--- src/rtl/decode_pkg.sv ---
// Shared decode definitions: RV32 opcodes, func7 codes and the control
// bundle carried from decode into execute.
package decode_pkg;

   localparam logic [6:0] OP     = 7'b0110011;
   localparam logic [6:0] OP_IMM = 7'b0010011;
   localparam logic [6:0] LOAD   = 7'b0000011;
   localparam logic [6:0] STORE  = 7'b0100011;
   localparam logic [6:0] BRANCH = 7'b1100011;
   localparam logic [6:0] JAL    = 7'b1101111;
   localparam logic [6:0] JALR   = 7'b1100111;
   localparam logic [6:0] AUIPC  = 7'b0010111;
   localparam logic [6:0] LUI    = 7'b0110111;

   localparam logic [6:0] F7_BASE = 7'b0000000;
   localparam logic [6:0] F7_ALT  = 7'b0100000;
   localparam logic [6:0] F7_MUL  = 7'b0000001;

   localparam logic [4:0] ALU_NONE = 5'b00000;

   typedef struct packed {
      logic [4:0] alu_op;
      logic       alu_in_b;
      logic       is_branch;
      logic       is_jal;
      logic       is_jalr;
      logic       is_auipc;
      logic       is_lui;
      logic       is_load;
      logic       is_store;
      logic       illegal;
      logic       rwe;
      logic [4:0] rd;
      logic [4:0] rs1;
      logic [4:0] rs2;
   } ctrl_t;

endpackage

--- src/rtl/decode_comb.sv ---
// Pure combinational RV32I(+M) decoder: instruction word to control
// bundle, sign-extended immediate and source-register usage.
module decode_comb
   import decode_pkg::*;
#(
   parameter int XLEN = 32,
   parameter bit EN_M = 1'b0
) (
   input  logic [31:0]     instr,
   output ctrl_t           ctrl,
   output logic [XLEN-1:0] imm,
   output logic            uses_rs1,
   output logic            uses_rs2
);

   logic [6:0]  opc;
   logic [2:0]  f3;
   logic [6:0]  f7;
   logic [4:0]  rd_f;
   logic        f7_ok;
   logic        wr;
   logic [31:0] imm32;
   logic [31:0] imm_i;
   logic [31:0] imm_s;
   logic [31:0] imm_b;
   logic [31:0] imm_u;
   logic [31:0] imm_j;

   assign opc  = instr[6:0];
   assign f3   = instr[14:12];
   assign f7   = instr[31:25];
   assign rd_f = instr[11:7];

   assign f7_ok = (f7 == F7_BASE) | (f7 == F7_ALT)
                | (EN_M & (f7 == F7_MUL));

   assign imm_i = {{20{instr[31]}}, instr[31:20]};
   assign imm_s = {{20{instr[31]}}, instr[31:25], instr[11:7]};
   assign imm_b = {{19{instr[31]}}, instr[31], instr[7],
                   instr[30:25], instr[11:8], 1'b0};
   assign imm_u = {instr[31:12], 12'b0};
   assign imm_j = {{11{instr[31]}}, instr[31], instr[19:12],
                   instr[20], instr[30:21], 1'b0};

   assign imm = XLEN'(signed'(imm32));

   // Opcode decode; anything unrecognised leaves the bundle cleared but illegal.
   always_comb begin
      ctrl     = '0;
      imm32    = '0;
      uses_rs1 = 1'b0;
      uses_rs2 = 1'b0;
      wr       = 1'b0;
      ctrl.rd  = rd_f;
      ctrl.rs1 = instr[19:15];
      ctrl.rs2 = instr[24:20];
      unique case (opc)
         OP: begin
            if (f7_ok) begin
               ctrl.alu_op = {f7 == F7_MUL, f7[5], f3};
               uses_rs1    = 1'b1;
               uses_rs2    = 1'b1;
               wr          = 1'b1;
            end else begin
               ctrl.illegal = 1'b1;
            end
         end
         OP_IMM: begin
            ctrl.alu_op   = {1'b0, (f3 == 3'b101) & f7[5], f3};
            ctrl.alu_in_b = 1'b1;
            imm32         = imm_i;
            uses_rs1      = 1'b1;
            wr            = 1'b1;
         end
         LOAD: begin
            ctrl.is_load  = 1'b1;
            ctrl.alu_in_b = 1'b1;
            imm32         = imm_i;
            uses_rs1      = 1'b1;
            wr            = 1'b1;
         end
         STORE: begin
            ctrl.is_store = 1'b1;
            ctrl.alu_in_b = 1'b1;
            imm32         = imm_s;
            uses_rs1      = 1'b1;
            uses_rs2      = 1'b1;
         end
         BRANCH: begin
            ctrl.is_branch = 1'b1;
            ctrl.alu_op    = {2'b00, f3};
            imm32          = imm_b;
            uses_rs1       = 1'b1;
            uses_rs2       = 1'b1;
         end
         JAL: begin
            ctrl.is_jal = 1'b1;
            imm32       = imm_j;
            wr          = 1'b1;
         end
         JALR: begin
            ctrl.is_jalr  = 1'b1;
            ctrl.alu_in_b = 1'b1;
            imm32         = imm_i;
            uses_rs1      = 1'b1;
            wr            = 1'b1;
         end
         AUIPC: begin
            ctrl.is_auipc = 1'b1;
            ctrl.alu_in_b = 1'b1;
            imm32         = imm_u;
            wr            = 1'b1;
         end
         LUI: begin
            ctrl.is_lui   = 1'b1;
            ctrl.alu_in_b = 1'b1;
            imm32         = imm_u;
            wr            = 1'b1;
         end
         default: begin
            ctrl.illegal = 1'b1;
         end
      endcase
      ctrl.rwe = wr & (rd_f != 5'd0);
   end

endmodule

--- src/rtl/decode_stage.sv ---
// Registered decode stage: ID/EX register with valid/ready handshake,
// load-use bubble insertion and flush.
module decode_stage
   import decode_pkg::*;
#(
   parameter int XLEN = 32,
   parameter bit EN_M = 1'b0
) (
   input  logic            clk,
   input  logic            reset,
   input  logic            in_valid,
   output logic            in_ready,
   input  logic [31:0]     instr,
   input  logic [XLEN-1:0] pc_in,
   input  logic            flush,
   output logic            out_valid,
   input  logic            out_ready,
   output logic [4:0]      alu_op,
   output logic            alu_in_b,
   output logic            is_branch,
   output logic            is_jal,
   output logic            is_jalr,
   output logic            is_auipc,
   output logic            is_lui,
   output logic            is_load,
   output logic            is_store,
   output logic            illegal,
   output logic            rwe,
   output logic [4:0]      rd,
   output logic [4:0]      rs1,
   output logic [4:0]      rs2,
   output logic [XLEN-1:0] imm,
   output logic [XLEN-1:0] pc_out
);

   ctrl_t           dec;
   logic [XLEN-1:0] dec_imm;
   logic            uses_rs1;
   logic            uses_rs2;

   ctrl_t           ctrl_q, ctrl_d;
   logic [XLEN-1:0] imm_q, imm_d;
   logic [XLEN-1:0] pc_q, pc_d;
   logic            valid_q, valid_d;
   logic            lu_valid_q, lu_valid_d;
   logic [4:0]      lu_rd_q, lu_rd_d;

   logic            hazard;
   logic            accept;
   logic            bubble;

   decode_comb #(
      .XLEN (XLEN),
      .EN_M (EN_M)
   ) u_comb (
      .instr    (instr),
      .ctrl     (dec),
      .imm      (dec_imm),
      .uses_rs1 (uses_rs1),
      .uses_rs2 (uses_rs2)
   );

   assign hazard = in_valid & lu_valid_q
                 & ((uses_rs1 & (dec.rs1 == lu_rd_q))
                 |  (uses_rs2 & (dec.rs2 == lu_rd_q)));

   assign in_ready = ~reset & ~hazard & (~valid_q | out_ready);
   assign accept   = in_valid & in_ready & ~flush;
   assign bubble   = hazard & (~valid_q | out_ready);

   // Next state: flush beats accept, accept beats bubble, else drain.
   always_comb begin
      ctrl_d     = ctrl_q;
      imm_d      = imm_q;
      pc_d       = pc_q;
      valid_d    = valid_q;
      lu_valid_d = lu_valid_q;
      lu_rd_d    = lu_rd_q;
      if (flush) begin
         valid_d    = 1'b0;
         lu_valid_d = 1'b0;
      end else if (accept) begin
         ctrl_d     = dec;
         imm_d      = dec_imm;
         pc_d       = pc_in;
         valid_d    = 1'b1;
         lu_valid_d = dec.is_load & (dec.rd != 5'd0);
         lu_rd_d    = dec.rd;
      end else if (bubble) begin
         valid_d    = 1'b0;
         lu_valid_d = 1'b0;
      end else if (out_ready) begin
         valid_d    = 1'b0;
      end
   end

   // ID/EX register and load-use tracker.
   always_ff @(posedge clk) begin
      if (reset) begin
         ctrl_q     <= '0;
         imm_q      <= '0;
         pc_q       <= '0;
         valid_q    <= 1'b0;
         lu_valid_q <= 1'b0;
         lu_rd_q    <= '0;
      end else begin
         ctrl_q     <= ctrl_d;
         imm_q      <= imm_d;
         pc_q       <= pc_d;
         valid_q    <= valid_d;
         lu_valid_q <= lu_valid_d;
         lu_rd_q    <= lu_rd_d;
      end
   end

   assign out_valid = valid_q;
   assign alu_op    = ctrl_q.alu_op;
   assign alu_in_b  = ctrl_q.alu_in_b;
   assign is_branch = ctrl_q.is_branch;
   assign is_jal    = ctrl_q.is_jal;
   assign is_jalr   = ctrl_q.is_jalr;
   assign is_auipc  = ctrl_q.is_auipc;
   assign is_lui    = ctrl_q.is_lui;
   assign is_load   = ctrl_q.is_load;
   assign is_store  = ctrl_q.is_store;
   assign illegal   = ctrl_q.illegal;
   assign rwe       = ctrl_q.rwe;
   assign rd        = ctrl_q.rd;
   assign rs1       = ctrl_q.rs1;
   assign rs2       = ctrl_q.rs2;
   assign imm       = imm_q;
   assign pc_out    = pc_q;

endmodule
--- config.mk ---
export PLATFORM = sky130hd
export DESIGN_NAME = decode_stage
export DESIGN_NICKNAME = d
export VERILOG_FILES = /design/src/rtl/decode_pkg.sv /design/src/rtl/decode_comb.sv /design/src/rtl/decode_stage.sv
export SDC_FILE = /design/constraint.sdc
export NUM_CORES = 1
export LEC_CHECK = 0
export BUFFER_PORTS_ARGS = -buffer_cell sky130_fd_sc_hd__buf_2
export CAP_MARGIN = 25
export CORE_MARGIN = 2
export CORE_UTILIZATION = 35
export DETAILED_ROUTE_END_ITERATION = 12
export PLACE_DENSITY = 0.58
export SLEW_MARGIN = 10
export SYNTH_ARGS = -nofsm -noshare
export SYNTH_HDL_FRONTEND = slang
export SYNTH_SLANG_ARGS = --single-unit
--- constraint.sdc ---
create_clock -name clk -period 4.7 [get_ports clk]
set_input_delay 0.47 -clock clk [delete_from_list [all_inputs] [get_ports clk]]
set_output_delay 0.47 -clock clk [all_outputs]
set_load 0.02 [all_outputs]
==> results of run 1 <==
synth_stat cells (all sizes together), types with 3 or more instances:
cell type | count | area share
a211o | 10 | 0.019
a211oi | 3 | 0.0050
a21oi | 17 | 0.020
a22oi | 5 | 0.0083
and2 | 8 | 0.011
and3 | 3 | 0.0041
buf | 10 | 0.021
clkbuf | 21 | 0.017
dfxtp | 96 | 0.42
inv | 3 | 0.0025
mux2 | 60 | 0.15
mux2i | 24 | 0.053
nand2 | 51 | 0.042
nand2b | 3 | 0.0041
nand3 | 9 | 0.0099
nand4 | 3 | 0.0041
nor2 | 11 | 0.0091
nor2b | 60 | 0.083
nor3 | 3 | 0.0033
o311a | 9 | 0.020
or4 | 3 | 0.0050
xnor2 | 6 | 0.012
xor2 | 4 | 0.0077
cell usage in the layout (no fill, tap or decap), types with 2 or more instances in the layout:
cell type	synthesis	routed
sky130_fd_sc_hd__nand4_1	3	3
sky130_fd_sc_hd__a22oi_1	5	5
sky130_fd_sc_hd__clkinv_2	0	3
sky130_fd_sc_hd__clkbuf_16	0	9
sky130_fd_sc_hd__and2_1	8	8
sky130_fd_sc_hd__mux2i_1	24	24
sky130_fd_sc_hd__nand3b_1	2	2
sky130_fd_sc_hd__o211ai_1	2	2
sky130_fd_sc_hd__and3b_1	2	2
sky130_fd_sc_hd__a211o_1	10	10
sky130_fd_sc_hd__nand2b_1	3	3
sky130_fd_sc_hd__or4_1	3	3
sky130_fd_sc_hd__xnor2_1	6	6
sky130_fd_sc_hd__nor3_1	3	3
sky130_fd_sc_hd__inv_1	3	3
sky130_fd_sc_hd__o41ai_1	2	2
sky130_fd_sc_hd__buf_4	0	6
sky130_fd_sc_hd__buf_2	3	164
sky130_fd_sc_hd__xor2_1	4	4
sky130_fd_sc_hd__nor2b_1	60	60
sky130_fd_sc_hd__nand3_1	9	9
sky130_fd_sc_hd__nand2_1	51	51
sky130_fd_sc_hd__nand4b_1	2	2
sky130_fd_sc_hd__dfxtp_1	96	96
sky130_fd_sc_hd__nor2_1	11	11
sky130_fd_sc_hd__or3_1	2	2
sky130_fd_sc_hd__mux2_2	25	25
sky130_fd_sc_hd__and3_1	3	3
sky130_fd_sc_hd__o311a_1	9	9
sky130_fd_sc_hd__a211oi_1	3	3
sky130_fd_sc_hd__mux2_1	35	35
sky130_fd_sc_hd__o22ai_1	2	2
sky130_fd_sc_hd__a21oi_1	16	16
power by group:
part / internal, mW / switching, mW / total [mW] / leakage (nW)
logic: 0.134 / 0.182 / 0.316 / 1.89
registers: 0.861 / 0.0237 / 0.884 / 0.785
clock network: 0.421 / 0.301 / 0.722 / 0.145
per-layer routing:
layer  vias to the layer above  GRT usage  part of all wire
met2                       141      0.282              0.47
li1                       1909          -                 -
met1                      1827      0.227              0.45
met4                         0     0.0527             0.012
met5                         -          0                 0
met3                        11     0.0484             0.069
path summary, 6_finish.rpt:
path                                 from                      end  slack [ns]  cells after the start
setup / recovery                instr[31]                 in_ready        1.57                      7
hold / removal                   pc_in[3]   pc_out[3]$_SDFFE_PP0P_        0.33                      2
setup reg to reg  lu_rd_q[3]$_SDFFE_PP0P_  pc_out[24]$_SDFFE_PP0P_        2.22                      6
hold reg to reg      imm[31]$_SDFFE_PP0P_     imm[31]$_SDFFE_PP0P_        0.46                      2
area by class of cell:
type | count | area (um^2)
fill | 1291 | 6870
multi-input combinational | 325 | 2430
sequential | 96 | 1920
timing repair buffer | 171 | 877
clock buffer | 11 | 243
tap | 172 | 215
clock inverter | 4 | 45.0
inverter | 4 | 15.0
critical path: cells and delay by family:
kind | cells | cell delay, ns
AOI/OAI and AO/OA | 2 | 1.10
buffers and inverters | 2 | 0.36
and+or+nand+nor | 3 | 0.73
through the flow:
step                hold slack, ns  total power [mW]  instance area, um^2   util
floorplan                    0.488              1.11                 4530      -
global placement             0.442              1.22                 5450  0.432
detailed placement           0.448              1.22                 5460  0.433
CTS                          0.312              1.96                 5750  0.455
global route                 0.318              2.02                 5750  0.455
finish                       0.326              1.92                 5750  0.455
state kept, by name, indices dropped and copies added, names as in the netlist, 5 cells and up:
| register | cells |
|---|---|
| rs1 | 5 |
| rs2 | 5 |
| imm | 32 |
| alu_op | 5 |
| lu_rd_q | 5 |
| pc_out | 32 |
kinds of logic after synthesis:
family          Yosys count
flops                    96
buf+inv                  35
mux                      84
xor+xnor                 10
compound gates           62
simple gates            169
==> PnR_summary.wiki, run 1 <==
{| class="wikitable"
! Metric !! Value
|-
| Run status || completed
|-
| Sequential area share after synthesis || 0.424
|-
| Post CTS Setup Buffer Count || 0
|-
| Peak fanout along the critical path || 13
|-
| Simple-gate area share of the yosys netlist || 0.208
|-
| Critical Path End Type || output port
|-
| Final setup margin || 1.57 ns
|-
| Global placement routability congestion || 0.827
|-
| Largest stage delay, worst path || 0.68 ns
|-
| Core box area || 12600 um^2
|-
| Initial Util || 0.359
|-
| Worst slack after detailed placement || 1.41 ns
|-
| CTS tree || done
|-
| Count of inserted antenna diode cells || 0
|-
| Synth Warn # || 0
|-
| Number of iterations in the first detailed-routing pass || 4
|-
| Leading register cell type out of synthesis || sky130_fd_sc_hd__dfxtp_1
|-
| Crit-path slowest cell || sky130_fd_sc_hd__a2111o_1
|-
| Die width || 118 um
|-
| Post-detail-place hpwl || 8920 um
|-
| Clock slew seen by the registers of the worst setup and hold paths || 0.06 ns
|-
| Number of hold violations in the final report || 0
|-
| Net Count, Synth || 525
|-
| Maximum operating frequency || 0.319 GHz
|-
| Source-to-sink clock delay at the later pin of the worst-skew pair || 0.35 ns
|-
| Die ar. || 13900 um^2
|-
| Iteration-0 DRC count of the detailed router || 196
|-
| Setup violation total in the final timing report || 0
|-
| Post-synthesis register bit count || 96
|-
| Level count of the clock H-tree || 3
|-
| Final worst path period need || 3.13 ns
|-
| Distinct cells, synth || 53
|-
| Number of I/O port buffers || 164
|-
| Post-route non-filler standard cell count || 783
|-
| Setup tns final || 0 ns
|-
| Area growth from synthesis to layout || 26.8%
|-
| # nets final || 676
|-
| Avg WL per Cell || 15.6 um
|-
| Initial antenna violation count || 0
|-
| DRC violation count after routing || 0
|-
| Maximum number of pins on one net before global-route repair || 78
|-
| Wire length of the first global-routing pass || 19400 um
|-
| Max cap viols || 0
|-
| IR Drop Worst-Case VDD || 0.000155 V
|-
| Number of placed I/O pins || 165
|-
| Cell count after synthesis || 456
|-
| Post-synthesis average cell area || 9.94 um^2
|-
| Vias in the first global route || 3743
|-
| CP startpoint kind || primary input
|-
| Count of flip-flops with a built-in enable after synthesis || 0
|-
| Series of cell instances along the critical path || buf_2 > nor4_2 > nand4_1 > a2111o_1 > a211oi_1 > nor3_1 > buf_2
|-
| WP data required || 4.23 ns
|-
| RSZ-0062 raised after global routing || no
|-
| Power per cell area || 334 nW/um^2
|-
| Count of nets left with antenna violations after detail routing || 0
|-
| Maximum buffer depth of the clock tree || 2
|-
| Clock root buffer || sky130_fd_sc_hd__clkbuf_16
|-
| Compound-cell area share of the yosys netlist || 0.105
|-
| Vias post-DR || 3888
|-
| Tot GR Track Use || 0.174
|-
| Via density || 4.97
|-
| Congestion Overflow GR || 0
|-
| Worst setup skew after layout || 0.00765 ns
|-
| Total wire length after detailed routing || 12200 um
|-
| Setup CP Type || primary input to output port
|-
| Final period utilization || 0.667
|-
| Worst-margin pin slew || 0.796 ns
|-
| Number of buffers inserted during clock tree synthesis || 9
|-
| Cell Area, Synth || 4530 um^2
|-
| Share of cell area taken by muxes after synthesis || 0.202
|-
| Adder-Cell Fraction of Synth Area || 0
|-
| Final count of pins violating max slew || 0
|-
| Dominant combinational cell family by area after synthesis || simple AND/OR/NAND/NOR gates
|-
| Fraction of final layout cells with drive strength greater than 1 || 0.352
|-
| Class of the most critical hold timing path || primary input to flop
|-
| Critical path arrival || 2.66 ns
|-
| Rows || 41
|-
| Post-cts hold buffer count || 0
|-
| Dominant cell type by count on the critical path || sky130_fd_sc_hd__buf_2
|-
| Number of gates resized after cts || 0
|-
| Xor and xnor area share after synthesis || 0.0193
|-
| Leakage power || 2.82 nW
|-
| Number of placed instances with taps included || 768
|-
| Die height || 118 um
|-
| Worst max-slew margin expressed relative to the limit || 0.470
|-
| Ys async rst share || 0
|-
| CTS Sinks || 96
|}
No activity file was read; power rests on OpenSTA's default activity.
==> run 2, diff against run 1 <==
ABC_AREA = 1   (was unset)
clock period = 3 ns   (was 4.7 ns; I/O delays follow)
==> run 2 against run 1 <==
Critical path depth increased by 7. Clock skew increased by 0.0012 ns. Final cell count increased by 36%. Sequential power increased by 55%. Via count increased by 16%. Die area increased by 2.2%. Sequential share of layout area decreased by 0.65 points. Synthesized cell count increased by 60%. Worst setup slack got worse by 0.73 ns. Hold slack got worse by 0.16 ns. Flip-flop and latch count unchanged.
==> PnR_summary.wiki, run 2 <==
{| class="wikitable"
! Metric !! Value
|-
| Count of nets left with antenna violations after detail routing || 0 (unchanged)
|-
| Vias in the first global route || 4101 (+9.6%)
|-
| Level count of the clock H-tree || 3 (unchanged)
|-
| Final count of pins violating max slew || 0 (unchanged)
|-
| Total power || 3.09 mW (+61%)
|-
| Number of placed I/O pins || 165 (unchanged)
|-
| Peak fanout along the critical path || 37 (+24)
|-
| Cell count after synthesis || 731 (+60%)
|-
| Count of flip-flops with a built-in enable after synthesis || 0 (unchanged)
|-
| Share of the synthesized area in the top cell type || 0.415 (-0.00950)
|-
| WP data required || 3.22 ns (-1.01 ns)
|-
| Post CTS Setup Buffer Count || 0 (unchanged)
|-
| Net Count, Synth || 800 (+52%)
|-
| Crit-path slowest cell || sky130_fd_sc_hd__dfxtp_1
|-
| Series of cell instances along the critical path || inv_1 > nand2_1 > nand2_1 > nor2_1 > nand2_1 > nor2_1 > nand2_1 > nand2_2 > nand2_4 > nand3_4 > buf_4 > nand2_1 > o21ai_1 > nor2_1
|-
| Core box area || 13100 um^2 (+3.7%)
|-
| IR Drop Worst-Case VDD || 0.000219 V (+41%)
|-
| Clock slew seen by the registers of the worst setup and hold paths || 0.07 ns (about the same)
|-
| Wire length of the first global-routing pass || 20000 um (+2.8%)
|-
| Worst-margin pin slew || 0.508 ns (-0.287 ns)
|-
| Global placement routability congestion || 0.834 (+0.79%)
|-
| Leakage power || 3.43 nW (+22%)
|-
| Highest-count cells in the layout ignoring fill and taps || sky130_fd_sc_hd__nand2_1 (198), sky130_fd_sc_hd__nor2_1 (166), sky130_fd_sc_hd__buf_2 (164)
|-
| Cell taking the most area after synthesis || sky130_fd_sc_hd__dfxtp_1
|-
| Area growth from synthesis to layout || 26.4%
|-
| Post-route core utilization || 0.448 (-0.00750)
|-
| Final period utilization || 0.722
|-
| Power per cell area || 528 nW/um^2 (+58%)
|-
| Most common cell after layout, fill and taps aside || sky130_fd_sc_hd__nand2_1
|-
| Post-detail-place hpwl || 9240 um (+3.6%)
|-
| Setup violation total in the final timing report || 0 (unchanged)
|-
| Tot GR Track Use || 0.176 (+0.00118)
|-
| Critical path arrival || 2.38 ns (-0.28 ns)
|-
| Avg WL per Cell || 11.7 um (-25%)
|-
| Number of buffers and inverters on the critical path || 2 (unchanged)
|-
| Maximum buffer depth of the clock tree || 2 (unchanged)
|-
| Cell types with the largest area share after synthesis || sky130_fd_sc_hd__dfxtp_1 (41%), sky130_fd_sc_hd__nand2_1 (16%), sky130_fd_sc_hd__nor2_1 (13%), sky130_fd_sc_hd__inv_1 (10%), sky130_fd_sc_hd__o21ai_1 (3.0%)
|-
| Final worst path period need || 2.17 ns
|-
| Max cap viols || 0 (unchanged)
|-
| Source-to-sink clock delay at the later pin of the worst-skew pair || 0.35 ns (about the same)
|-
| Worst max-slew margin expressed relative to the limit || 0.660 (+0.190)
|-
| Most used standard cell by instance count after synthesis || sky130_fd_sc_hd__nand2_1
|-
| Number of buffers inserted during clock tree synthesis || 9 (unchanged)
|-
| Cell area reported after detailed placement || 5530 um^2 (+1.2%)
|-
| Ys async rst share || 0 (unchanged)
|-
| Initial antenna violation count || 2 (+2)
|-
| Class of the most critical hold timing path || primary input to flop
|-
| Cell family contributing the most delay on the critical path || simple AND/OR/NAND/NOR gates
|-
| Post-synthesis average cell area || 6.34 um^2 (-36%)
|-
| Sequential area share after synthesis || 0.415 (-0.00950)
|-
| Number of iterations in the first detailed-routing pass || 4 (unchanged)
|-
| Number of gates resized after cts || 0 (unchanged)
|-
| CTS tree || done
|-
| DRC violation count after routing || 0 (unchanged)
|-
| Synth Warn # || 0 (unchanged)
|-
| Vias post-DR || 4508 (+16%)
|-
| Cell Area, Synth || 4640 um^2 (+2.3%)
|-
| Number of hold violations in the final report || 0 (unchanged)
|-
| Iteration-0 DRC count of the detailed router || 173 (-12%)
|-
| Setup tns final || 0 ns (unchanged)
|-
| Leading register cell type out of synthesis || sky130_fd_sc_hd__dfxtp_1
|-
| Distinct cells, synth || 28 (-47%)
|-
| Final instance area || 5860 um^2 (+2.0%)
|-
| Fraction of final layout cells with drive strength greater than 1 || 0.228 (-0.124)
|-
| Rows || 42 (+2.4%)
|-
| Post-synthesis register bit count || 96 (unchanged)
|-
| Via density || 4.24 (-15%)
|-
| CP startpoint kind || flop
|-
| Maximum number of pins on one net before global-route repair || 54 (-31%)
|-
| Congestion Overflow GR || 0 (unchanged)
|-
| Worst setup skew after layout || 0.00886 ns (+0.00121 ns)
|-
| Die width || 119 um (+1.1%)
|-
| Total wire length after detailed routing || 12400 um (+1.5%)
|-
| Maximum operating frequency || 0.462 GHz
|-
| Die ar. || 14200 um^2 (+2.2%)
|-
| Clock root buffer || sky130_fd_sc_hd__clkbuf_16
|-
| Largest stage delay, worst path || 0.41 ns (-0.27 ns)
|-
| Setup CP Type || flop to flop
|-
| Dominant cell type by count on the critical path || sky130_fd_sc_hd__nand2_1
|-
| Critical Path End Type || flop
|-
| List of most frequent post-synthesis cells || sky130_fd_sc_hd__nand2_1 (198), sky130_fd_sc_hd__nor2_1 (166), sky130_fd_sc_hd__inv_1 (128)
|-
| Number of I/O port buffers || 164 (unchanged)
|-
| # nets final || 949 (+40%)
|-
| CTS Sinks || 96 (unchanged)
|-
| Post-route worst hold slack || 0.171 ns (-0.155 ns)
|-
| Initial Util || 0.354 (-0.00484)
|-
| Die height || 119 um (+1.1%)
|-
| Post-cts hold buffer count || 0 (unchanged)
|-
| Run status || completed
|-
| RSZ-0062 raised after global routing || no
|}
## run 2: cell count changes after synthesis, moves of 28 or more
cell	before	now
sky130_fd_sc_hd__nand2_1	51	198
sky130_fd_sc_hd__nor2b_1	60	0
sky130_fd_sc_hd__nor2_1	11	166
sky130_fd_sc_hd__o21ai_1	0	28
sky130_fd_sc_hd__mux2_1	35	0
sky130_fd_sc_hd__inv_1	3	128
## run 2: final timing paths
check                     startpoint                      to  slack, ns  depth (start not counted)
min                         pc_in[4]  pc_out[4]$_SDFFE_PP0P_       0.17                          3
max          lu_rd_q[4]$_SDFFE_PP0P_    imm[22]$_SDFFE_PP0P_       0.83                         14
max reg2reg  lu_rd_q[4]$_SDFFE_PP0P_    imm[22]$_SDFFE_PP0P_       0.83                         14
min reg2reg   alu_op[4]$_SDFFE_PP0P_  alu_op[4]$_SDFFE_PP0P_       0.43                          2
## run 2: layer usage
layer	part of all wire	global-route usage
met1	0.47	0.227
met2	0.43	0.272
met3	0.080	0.0603
met4	0.015	0.0625
met5	0.0010	0
## run 2: kinds of logic (layout without fill, tap and decap cells)
logic type      count (synthesis)  after routing  synth area share
buf+inv                       163            317             0.156
other cells                     0              1                 0
compound gates                 69             69            0.0783
flops                          96             96             0.415
simple gates                  397            397             0.340
xor+xnor                        6              6            0.0113
## run 2: cell type report
cell class,instances,area (um^2)
clock buffer,11,253
antenna,1,2.50
sequential,96,1920
timing repair buffer,170,903
fill,1450,7220
inverter,131,492
tap,176,220
multi-input combinational,472,1990
clock inverter,5,78.8
## run 2: worst reg2reg max path, cell delays in order (launching register included)
cell and delay, ns:
sky130_fd_sc_hd__dfxtp_1 0.41, sky130_fd_sc_hd__inv_1 0.08, sky130_fd_sc_hd__nand2_1 0.06, sky130_fd_sc_hd__nand2_1 0.05, sky130_fd_sc_hd__nor2_1 0.09, sky130_fd_sc_hd__nand2_1 0.06, sky130_fd_sc_hd__nor2_1 0.15, sky130_fd_sc_hd__nand2_1 0.09
sky130_fd_sc_hd__nand2_2 0.09, sky130_fd_sc_hd__nand2_4 0.08, sky130_fd_sc_hd__nand3_4 0.31, sky130_fd_sc_hd__buf_4 0.36, sky130_fd_sc_hd__nand2_1 0.09, sky130_fd_sc_hd__o21ai_1 0.08, sky130_fd_sc_hd__nor2_1 0.05
## run 2: metrics by stage
stage	instances	worst slack [ns]
after floorplan	731	1.31
final	1062	0.834
after CTS	1061	0.808
after detailed placement	1045	0.686
after global routing	1061	0.486
after global placement	1045	0.719
## run 2: report_power, final
group / internal [mW] / total, mW / switching (mW) / leakage, nW
Sequential: 1.34 / 1.37 / 0.0343 / 0.784
Combinational: 0.158 / 0.446 / 0.289 / 2.48
Clock: 0.775 / 1.27 / 0.499 / 0.165
Total: 2.27 / 3.09 / 0.821 / 3.43
==> run 3, diff against run 2 <==
ABC_AREA = 0   (was 1)
PLACE_DENSITY = 0.6   (was 0.58)
clock period = 1.8 ns   (was 3 ns; I/O delays follow)
==> run 3 against run 2 <==
The run now ends with negative setup slack left. Routed wire length is 19% higher. Sequential power is 69% higher. Critical path depth is 7 lower. Hold slack worse by 0.12 ns. Clock skew is 0.0060 ns lower. Count of clock-buffer cells in the layout is 2 higher. Critical path type is now flop to output port.
==> PnR_summary.wiki, run 3 (synthesized netlist as in run 1, its figures left out) <==
{| class="wikitable"
! Metric !! Value
|-
| Number of cell instances on the worst register-to-register path || 10 (-4)
|-
| Peak fanout along the critical path || 2 (-95%)
|-
| Launching element of the worst setup path || lu_rd_q[4]$_SDFFE_PP0P_
|-
| Max cap viols || 0 (unchanged)
|-
| Beginning of the worst register-to-register path || lu_rd_q[0]$_SDFFE_PP0P_
|-
| Highest-count cells in the layout ignoring fill and taps || sky130_fd_sc_hd__buf_2 (163), sky130_fd_sc_hd__dfxtp_1 (91), sky130_fd_sc_hd__nor2b_1 (60), sky130_fd_sc_hd__mux2_4 (60), sky130_fd_sc_hd__buf_4 (59)
|-
| Area growth from synthesis to layout || 54.1%
|-
| RSZ-0062 raised after global routing || yes
|-
| Final setup margin || -0.319 ns (-1.15 ns)
|-
| Global routing met3 resource utilization || 0.0596 (-0.000752)
|-
| Clock slew seen by the registers of the worst setup and hold paths || 0.06 ns (about the same)
|-
| CTS Sinks || 96 (unchanged)
|-
| Number of I/O port buffers || 164 (unchanged)
|-
| WP data required || 1.62 ns (-1.60 ns)
|-
| Source-to-sink clock delay at the later pin of the worst-skew pair || 0.35 ns (about the same)
|-
| Number of buffers inserted during clock tree synthesis || 9 (unchanged)
|-
| Level count of the clock H-tree || 3 (unchanged)
|-
| Critical Path End Type || output port
|-
| Number of placed I/O pins || 165 (unchanged)
|-
| Maximum operating frequency || 0.472 GHz
|-
| Congestion Overflow GR || 0 (unchanged)
|-
| Capture point of the critical path || in_ready
|-
| Maximum buffer depth of the clock tree || 2 (unchanged)
|-
| Post-route non-filler standard cell count || 863 (-19%)
|-
| Initial Util || 0.359 (+0.00484)
|-
| Die height || 118 um (-1.1%)
|-
| Total wire length after detailed routing || 14800 um (+19%)
|-
| Post-detail-place hpwl || 9840 um (+6.4%)
|-
| Run status || finished, violations left
|-
| Via density || 4.97 (+17%)
|-
| Die width || 118 um (-1.1%)
|-
| FILL cells || 1146 (-21%)
|-
| Setup violation total in the final timing report || 94 (+94)
|-
| Power per cell area || 787 nW/um^2 (+49%)
|-
| Met2 Track Usage GR || 0.335 (+0.0624)
|-
| Most congested layer reported by global routing || met2
|-
| IR Drop Worst-Case VDD || 0.000396 V (+81%)
|-
| Clock root buffer || sky130_fd_sc_hd__clkbuf_16
|-
| # nets final || 754 (-21%)
|-
| DRC violation count after routing || 0 (unchanged)
|-
| Wire length of the first global-routing pass || 22700 um (+14%)
|-
| Number of placed instances with taps included || 821 (-21%)
|-
| Final worst path period need || 2.12 ns
|-
| Met1 Usage GRT || 0.258 (+0.0310)
|-
| Series of cell instances along the critical path || xnor2_2 > nand3_1 > a2111o_1 > buf_6 > a211oi_4 > nor3_2 > buf_4
|-
| Cell area reported after detailed placement || 5980 um^2 (+8.3%)
|-
| CP startpoint kind || flop
|-
| Setup slack of the most critical reg-to-reg path || -0.26 ns (-1.09 ns)
|-
| Final count of pins violating max slew || 0 (unchanged)
|-
| Core box area || 12600 um^2 (-3.6%)
|-
| Number of iterations in the first detailed-routing pass || 4 (unchanged)
|-
| End of the worst register-to-register path || imm[18]$_SDFFE_PP0P_
|-
| Post-route core utilization || 0.553 (+0.105)
|-
| Maximum number of pins on one net before global-route repair || 49 (-9.3%)
|-
| Crit-path slowest cell || sky130_fd_sc_hd__a2111o_1
|-
| Vias in the first global route || 4220 (+2.9%)
|-
| Die ar. || 13900 um^2 (-2.2%)
|-
| Rows || 41 (-2.4%)
|-
| Avg WL per Cell || 17.2 um (+47%)
|-
| Iteration-0 DRC count of the detailed router || 166 (-4.0%)
|-
| Number of hold violations in the final report || 0 (unchanged)
|-
| Initial antenna violation count || 1 (-1)
|-
| Vias post-DR || 4286 (-4.9%)
|-
| Total power || 5.49 mW (+78%)
|-
| Violations in the final reports || negative setup slack
|-
| Most common cell after layout, fill and taps aside || sky130_fd_sc_hd__buf_2
|-
| Critical path arrival || 1.94 ns (-0.44 ns)
|-
| Tot GR Track Use || 0.207 (+0.0310)
|-
| Count of nets left with antenna violations after detail routing || 0 (unchanged)
|-
| CTS tree || done
|-
| Class of the most critical hold timing path || primary input to flop
|-
| Fraction of final layout cells with drive strength greater than 1 || 0.497 (+0.269)
|-
| Worst max-slew margin expressed relative to the limit || 0.641 (-0.0186)
|-
| Leakage power || 3.56 nW (+3.8%)
|-
| Worst setup skew after layout || 0.00288 ns (-0.00598 ns)
|-
| Final instance area || 6980 um^2 (+19%)
|-
| Final period utilization || 1.18
|-
| Largest stage delay, worst path || 0.39 ns (-0.02 ns)
|-
| Worst-margin pin slew || 0.538 ns (+0.0298 ns)
|-
| Global placement routability congestion || 0.850 (+2.0%)
|-
| Setup CP Type || flop to output port
|}
run 3: cell types whose count changed in the layout (fill, tap and decap cells not counted), sizes merged, moves of 60 or more:
| cell | before | now |
|---|---|---|
| mux2 | 0 | 60 |
| buf | 170 | 246 |
| nor2 | 170 | 11 |
| inv | 131 | 3 |
| nand2 | 201 | 51 |
| nor2b | 0 | 60 |
run 3: layout make-up:
cell class	count	area, um^2	share of cell area
clock buffer	13	260	0.0373
tap	172	215	0.0308
timing repair buffer	249	1780	0.256
inverter	4	15.0	0.00215
antenna	1	2.50	0.000358
clock inverter	3	40.0	0.00573
sequential	96	1930	0.277
multi-input combinational	325	2730	0.391
run 3: critical path, delay by kind of cell (launching register included):
family	cells	cell delay, ns
AOI/OAI and AO/OA	2	0.60
DFF	1	0.35
buffers and inverters	2	0.34
and+or+nand+nor	2	0.18
xor gates and xnor gates	1	0.12
run 3: worst min path at each step:
stage | startpoint | to | slack, ns | depth (start not counted)
2_1_floorplan | pc_in[15] | pc_out[15]$_SDFFE_PP0P_ | 0.30 | 1
3_3_place_gp | pc_in[4] | pc_out[4]$_SDFFE_PP0P_ | 0.38 | 2
3_5_place_dp | pc_in[4] | pc_out[4]$_SDFFE_PP0P_ | 0.39 | 2
4_1_cts | pc_in[6] | pc_out[6]$_SDFFE_PP0P_ | 0.03 | 2
5_1_grt | pc_in[26] | pc_out[26]$_SDFFE_PP0P_ | 0.05 | 2
6_report | pc_in[26] | pc_out[26]$_SDFFE_PP0P_ | 0.05 | 2
run 3: what timing repair did:
item	CTS	global route
cloned	9	3
hold buffers	0	0
buffers inserted	15	5
resized for setup	53	40
setup endpoints to repair	95	97
hold endpoints to repair	0	0
pin swaps	6	9
run 3: per-layer routing:
| metal | share of wire | vias to the layer above | wire length, um |
|---|---|---|---|
| met5 | 0 | - | 0 |
| met3 | 0.068 | 21 | 1010 |
| met4 | 0.016 | 0 | 238 |
| met1 | 0.43 | 2064 | 6420 |
| met2 | 0.48 | 135 | 7130 |
| li1 | - | 2066 | - |
run 3: per-stage QoR:
step | hold slack, ns | setup slack, ns | setup TNS (ns)
final | 0.0522 | -0.319 | -17.11
after floorplan | 0.305 | -0.340 | -23.34
after global placement | 0.384 | -0.476 | -40.42
after detailed placement | 0.395 | -0.550 | -46.12
after CTS | 0.0296 | -0.363 | -23.58
after global routing | 0.0480 | -0.366 | -21.87
run 3: power by group:
part	leakage, nW	internal (mW)	switching (mW)
Combinational	2.63	0.638	0.586
Sequential	0.788	2.25	0.0625
Clock	0.150	1.15	0.808
